## config.mk

```make
export PLATFORM = sky130hd
export DESIGN_NAME = mem_access
export DESIGN_NICKNAME = d
export VERILOG_FILES = /design/src/rtl/mem_access.sv
export SDC_FILE = /design/constraint.sdc
export NUM_CORES = 1
export LEC_CHECK = 0
export ABC_AREA = 0
export BUFFER_PORTS_ARGS = -buffer_cell sky130_fd_sc_hd__buf_2
export CORE_AREA = 2 2 84 86
export CTS_CLUSTER_SIZE = 24
export DETAILED_ROUTE_END_ITERATION = 10
export DIE_AREA = 0 0 86 88
export GPL_TIMING_DRIVEN = 0
export PLACE_DENSITY_LB_ADDON = 0.05
export RECOVER_POWER = 25
export SLEW_MARGIN = 0
export SYNTH_ARGS = -nofsm -noshare
export SYNTH_HDL_FRONTEND = slang
export SYNTH_SLANG_ARGS = --single-unit
```

## constraint.sdc

```tcl
create_clock -name clk_i -period 2.55 [get_ports clk_i]
set_clock_uncertainty 0.2 [all_clocks]
set_input_delay 0.51 -clock clk_i [delete_from_list [all_inputs] [get_ports clk_i]]
set_output_delay 0.51 -clock clk_i [all_outputs]
set_load 0.02 [all_outputs]
```

## src/rtl/mem_access.sv

```systemverilog
// -----------------------------------------------------------------------------
// mem_access: MEM pipeline stage of a simple in-order core.
//
// Issues word loads/stores from the MEM stage onto a request/ack data bus
// (addr_ok = request accepted, data_ok = transfer done). While a bus access is
// outstanding it raises stall_o, so upstream holds its outputs. The WB-stage
// register is loaded with the completed instruction, or with a bubble while
// stalled. A misaligned load or store never reaches the bus. It retires as a
// non-writing instruction and pulses addr_err_o for one cycle.
//
// Ports
//   clk_i, rst_i           clock, asynchronous active-low reset
//   mem_valid_i            MEM-stage instruction valid
//   mem_wd_i, mem_wreg_i   destination register address / write enable
//   mem_wdata_i            ALU result; effective address for load/store
//   mem_op_i               00 none, 01 load, 10 store, 11 reserved (none)
//   mem_sdata_i            store data
//   data_req_o, data_wr_o  bus request / write strobe
//   data_addr_o            bus address
//   data_wdata_o           bus write data
//   data_addr_ok_i         request accepted
//   data_data_ok_i         transfer complete (read data valid)
//   data_rdata_i           bus read data
//   stall_o                freeze upstream stages
//   wb_*_o                 registered WB-stage signals
//   addr_err_o             registered one-cycle misaligned-access flag
// -----------------------------------------------------------------------------
module mem_access #(
    parameter int unsigned DW = 32,
    parameter int unsigned AW = 5
) (
    input  logic          clk_i,
    input  logic          rst_i,
    input  logic          mem_valid_i,
    input  logic [AW-1:0] mem_wd_i,
    input  logic          mem_wreg_i,
    input  logic [DW-1:0] mem_wdata_i,
    input  logic [1:0]    mem_op_i,
    input  logic [DW-1:0] mem_sdata_i,
    output logic          data_req_o,
    output logic          data_wr_o,
    output logic [DW-1:0] data_addr_o,
    output logic [DW-1:0] data_wdata_o,
    input  logic          data_addr_ok_i,
    input  logic          data_data_ok_i,
    input  logic [DW-1:0] data_rdata_i,
    output logic          stall_o,
    output logic          wb_valid_o,
    output logic [AW-1:0] wb_wd_o,
    output logic          wb_wreg_o,
    output logic [DW-1:0] wb_wdata_o,
    output logic          addr_err_o
);

    localparam logic [1:0] OpLoad  = 2'b01;
    localparam logic [1:0] OpStore = 2'b10;

    typedef enum logic [1:0] {StIdle, StReq, StWait} state_e;

    state_e state_q, state_d;

    logic          wb_valid_q, wb_valid_d;
    logic [AW-1:0] wb_wd_q, wb_wd_d;
    logic          wb_wreg_q, wb_wreg_d;
    logic [DW-1:0] wb_wdata_q, wb_wdata_d;
    logic          addr_err_q, addr_err_d;

    logic is_ldst;
    logic is_load;
    logic aligned;
    logic is_access;
    logic is_misaligned;
    logic req;
    logic complete;
    logic stall;

    // Instruction decode
    assign is_load       = (mem_op_i == OpLoad);
    assign is_ldst       = is_load || (mem_op_i == OpStore);
    assign aligned       = (mem_wdata_i[1:0] == 2'b00);
    assign is_access     = mem_valid_i && is_ldst && aligned;
    assign is_misaligned = mem_valid_i && is_ldst && !aligned;

    // Bus FSM: next state, request and completion
    always_comb begin
        state_d  = state_q;
        req      = 1'b0;
        complete = 1'b0;
        unique case (state_q)
            StIdle: begin
                if (is_access) begin
                    req = 1'b1;
                    if (data_addr_ok_i && data_data_ok_i) begin
                        complete = 1'b1;
                    end else if (data_addr_ok_i) begin
                        state_d = StWait;
                    end else begin
                        state_d = StReq;
                    end
                end
            end
            StReq: begin
                // Request held; a lone data_ok here is not a response to us.
                req = 1'b1;
                if (data_addr_ok_i && data_data_ok_i) begin
                    complete = 1'b1;
                    state_d  = StIdle;
                end else if (data_addr_ok_i) begin
                    state_d = StWait;
                end
            end
            StWait: begin
                if (data_data_ok_i) begin
                    complete = 1'b1;
                    state_d  = StIdle;
                end
            end
            default: state_d = StIdle;
        endcase
    end

    // An access is in progress if a request is pending or outstanding.
    assign stall = ((state_q != StIdle) || is_access) && !complete;

    // Gate with reset so a held access cannot raise a request while in reset.
    assign data_req_o   = req && rst_i;
    assign stall_o      = stall && rst_i;
    assign data_wr_o    = req && (mem_op_i == OpStore);
    assign data_addr_o  = req ? mem_wdata_i : '0;
    assign data_wdata_o = req ? mem_sdata_i : '0;

    // WB register next state
    always_comb begin
        wb_valid_d = 1'b0;
        wb_wd_d    = '0;
        wb_wreg_d  = 1'b0;
        wb_wdata_d = '0;
        addr_err_d = 1'b0;
        if (complete) begin
            wb_valid_d = 1'b1;
            wb_wd_d    = mem_wd_i;
            wb_wreg_d  = is_load ? mem_wreg_i : 1'b0;
            wb_wdata_d = is_load ? data_rdata_i : mem_wdata_i;
        end else if (stall) begin
            // Bubble while waiting on the bus.
        end else if (is_misaligned) begin
            wb_valid_d = 1'b1;
            wb_wd_d    = mem_wd_i;
            wb_wdata_d = mem_wdata_i;
            addr_err_d = 1'b1;
        end else if (mem_valid_i) begin
            // Non-memory op passes straight through.
            wb_valid_d = 1'b1;
            wb_wd_d    = mem_wd_i;
            wb_wreg_d  = mem_wreg_i;
            wb_wdata_d = mem_wdata_i;
        end
    end

    always_ff @(posedge clk_i or negedge rst_i) begin
        if (!rst_i) begin
            state_q    <= StIdle;
            wb_valid_q <= 1'b0;
            wb_wd_q    <= '0;
            wb_wreg_q  <= 1'b0;
            wb_wdata_q <= '0;
            addr_err_q <= 1'b0;
        end else begin
            state_q    <= state_d;
            wb_valid_q <= wb_valid_d;
            wb_wd_q    <= wb_wd_d;
            wb_wreg_q  <= wb_wreg_d;
            wb_wdata_q <= wb_wdata_d;
            addr_err_q <= addr_err_d;
        end
    end

    assign wb_valid_o = wb_valid_q;
    assign wb_wd_o    = wb_wd_q;
    assign wb_wreg_o  = wb_wreg_q;
    assign wb_wdata_o = wb_wdata_q;
    assign addr_err_o = addr_err_q;

endmodule

```

==> impl_metrics.ini <==
[worst_setup_path]
startpoint_type = input pin
cp_slowest_cell = nor4b_4
critPathCaptureType = primary output
crit_chain = buf_6, ha_4, nor4b_4, nor2_2, nor2_4, buf_6, clkbuf_8, and2_4, buf_6
path_class = input pin to primary output
regToRegSetupSlack_ps = 690
cp_common_cell = buf_6
max_stage_delay_ps = 260
cp.arrival_ps = 1950
crit_required_ps = 1840
worstRegToRegCells = 6
crit_fanout = 5

[global_routing]
grt_first_pass_wirelength_um = 11500
grt_antenna_before_repair = 0
grt_pass1_vias = 2352
grt_max_degree = 45
grt-ovfl-total = 0
track_usage = 0.198

[worst_hold_path]
min_path_type = input pin to asynchronous set/reset pin

[timing]
fmax_ghz = 0.376
relSlewSlack = 0.297
fin_ws_ps = -112
report.final.slew_viol_count = 0
period_share = 1.04
rsz0062_at_grt = yes
hold_viol = 0
layout_min_cycle_time_ps = 2660
tightest_slew_ps = 1050
setup_violations = 66

[route]
wl_per_cell_um = 15.2
ant_nets = 0
drcViolationCount = 0
initialDrtViolationCount = 53
vias = 2329
vias_per_cell = 4.56
drt-pass1-iter-count = 4
drt-total-wl_um = 7760

[clock_network]
cts_buffer_depth = 2
h-tree-depth = 2
clk_pin_slew_ps = 70
cts_root_buffer = clkbuf_8
cts_tree = done
cts_sinks = 42
insertion_delay_ps = 280
cts_made_buffers = 5

[pwr]
ir_drop_v = 0.000275
internal_power_w = 0.00123
net-switching-power_w = 0.000531
swShare = 0.301
p_leak_nw = 2.32
power_density_nw_per_um2 = 422
sequentialPowerShare = 0.412
power_frac_clock = 0.224
pwr-share-comb = 0.365

[placed_design]
pre_cts_slack_ps = -408
gp_congestion = 0.758
dpl-instance-area_sq_um = 3390
hpwlAfterDp_um = 5570
port_buffers = 215
placed_cells = 488

[logic_synthesis]
ys_seq_area_frac = 0.504
syn_area_sq_um = 2090
synth_flop_cell = dfrtp_1
yosys.area.top_type = dfrtp_1
synth_top_area_frac = 0.504
synth_edf_count = 0
synth-seq-cells = 42
avgSynthCellArea_sq_um = 10.8
synth.yosys.warnings = 0
synth_cell_types = 26
yosys-top-cells-area = dfrtp_1 (50%), and2_1 (22%), a22o_1 (13%), buf_2 (1.2%), clkbuf_2 (1.2%)
ys_async_sr_fraction = 1.00
synthCells = 193
synth_nets = 304

[run]
maxCapViolCount = 0

[floorplanning]
rows = 30
core_sq_um = 6640
fp.dieArea_sq_um = 7570
initial_core_util = 0.314
die_w_um = 86
dieHeight_um = 88
ioPinCount = 216

[final_layout]
final_nets = 541
utilization = 0.629
stdcell_area_sq_um = 4180
fill_cells = 579
final_cells = 511
layout-drive-gt1-share = 0.747
ff_latch_area_sq_um = 1050
syn_to_final_growth_pct = 100
multi_input_area_sq_um = 1120

[run_status]
violations = setup timing
outcome = complete, but fails checks
## path summary, 6_finish.rpt
path | startpoint | end
setup reg to reg | state_q[1] | wb_wdata_o[27]
setup / recovery | mem_op_i[1] | data_wdata_o[17]
min in group clk_i | data_addr_ok_i | state_q[0]
max in group asynchronous | rst_i | wb_wdata_o[26]
hold / removal | rst_i | wb_wdata_o[14]
hold reg to reg | state_q[1] | state_q[0]
## power groups by stage
stage	Sequential, W	Combinational, W	Clock (W)
after floorplan	0.000808	0.000225	0
after global placement	0.000739	0.000513	0
after detailed placement	0.000740	0.000517	0
after CTS	0.000727	0.000635	0.000410
after global routing	0.000731	0.000690	0.000429
final	0.000726	0.000643	0.000395
## layer usage
layer  share of wire  track usage  up-vias
met5               0            0        -
li1                -            -     1124
met3           0.097       0.0603       10
met2            0.54        0.378      129
met4           0.014       0.0592        0
met1            0.34        0.207     1066
## critical path: cells and delay by family
family                     cells  cell delay [ps]
and+or+nand+nor                4              680
adders and majority gates      1              240
buffers and inverters          4              520
## per-stage QoR
step	hold slack (ps)	power, W	setup TNS, ps
finish	206	0.00176	-5140
global route	203	0.00185	-10750
CTS	196	0.00177	-7850
detailed placement	427	0.00126	-23590
global placement	406	0.00125	-21300
floorplan	14.4	0.00103	0
## area by class of cell
type	instances	area share
sequential	42	0.251
tap	80	0.0239
multi-input combinational	132	0.267
buffer	15	0.0371
clock buffer	7	0.0183
inverter	4	0.00419
timing repair buffer	230	0.397
antenna	1	0.000598
## state kept, by name (all words and copies together), names as in the netlist
name / count
addr_err_o: 1
state_q: 2
wb_valid_o: 1
wb_wd_o: 5
wb_wdata_o: 32
wb_wreg_o: 1
## cells by family (layout without fill, tap and decap cells)
logic type                 count (synthesis)  after routing  synth area share
buffers and inverters                     19            256            0.0456
AOI/OAI and AO/OA                         40             40             0.164
other                                      0              1                 0
adders and majority gates                  2              2            0.0120
and+or+nand+nor                           90             90             0.275
DFF                                       42             42             0.504
## Yosys cell counts (2+ instances only)
library cell  count
inv_1             4
and2_1           72
clkbuf_2          5
ha_1              2
a22o_1           32
dfrtp_1          42
nand2_1           3
buf_2             5
clkbuf_1          2
a31o_2            2
nor2_1            5
buf_4             3
nor3_1            3
## repair_timing
action                                  CTS  global route
endpoints found under the setup margin   66            67
pin swaps                                62             4
cloned                                    8             0
resized for setup                       176            13
setup buffers                             5             3
hold buffers                              0             0
## layout by cell type, fill, tap and decap left out, types with 2 or more instances in the layout
cell and count:
nor3_1 3, nand2_1 3, nor2_1 3, clkbuf_1 2
clkbuf_8 9, inv_1 3, buf_4 12, and2_4 62
clkbuf_2 2, and2_1 10, a22o_1 32, buf_2 150
buf_8 8, a31o_2 2, dfrtp_1 42, buf_6 68
Note: power is estimated with default switching activity, not from simulation.
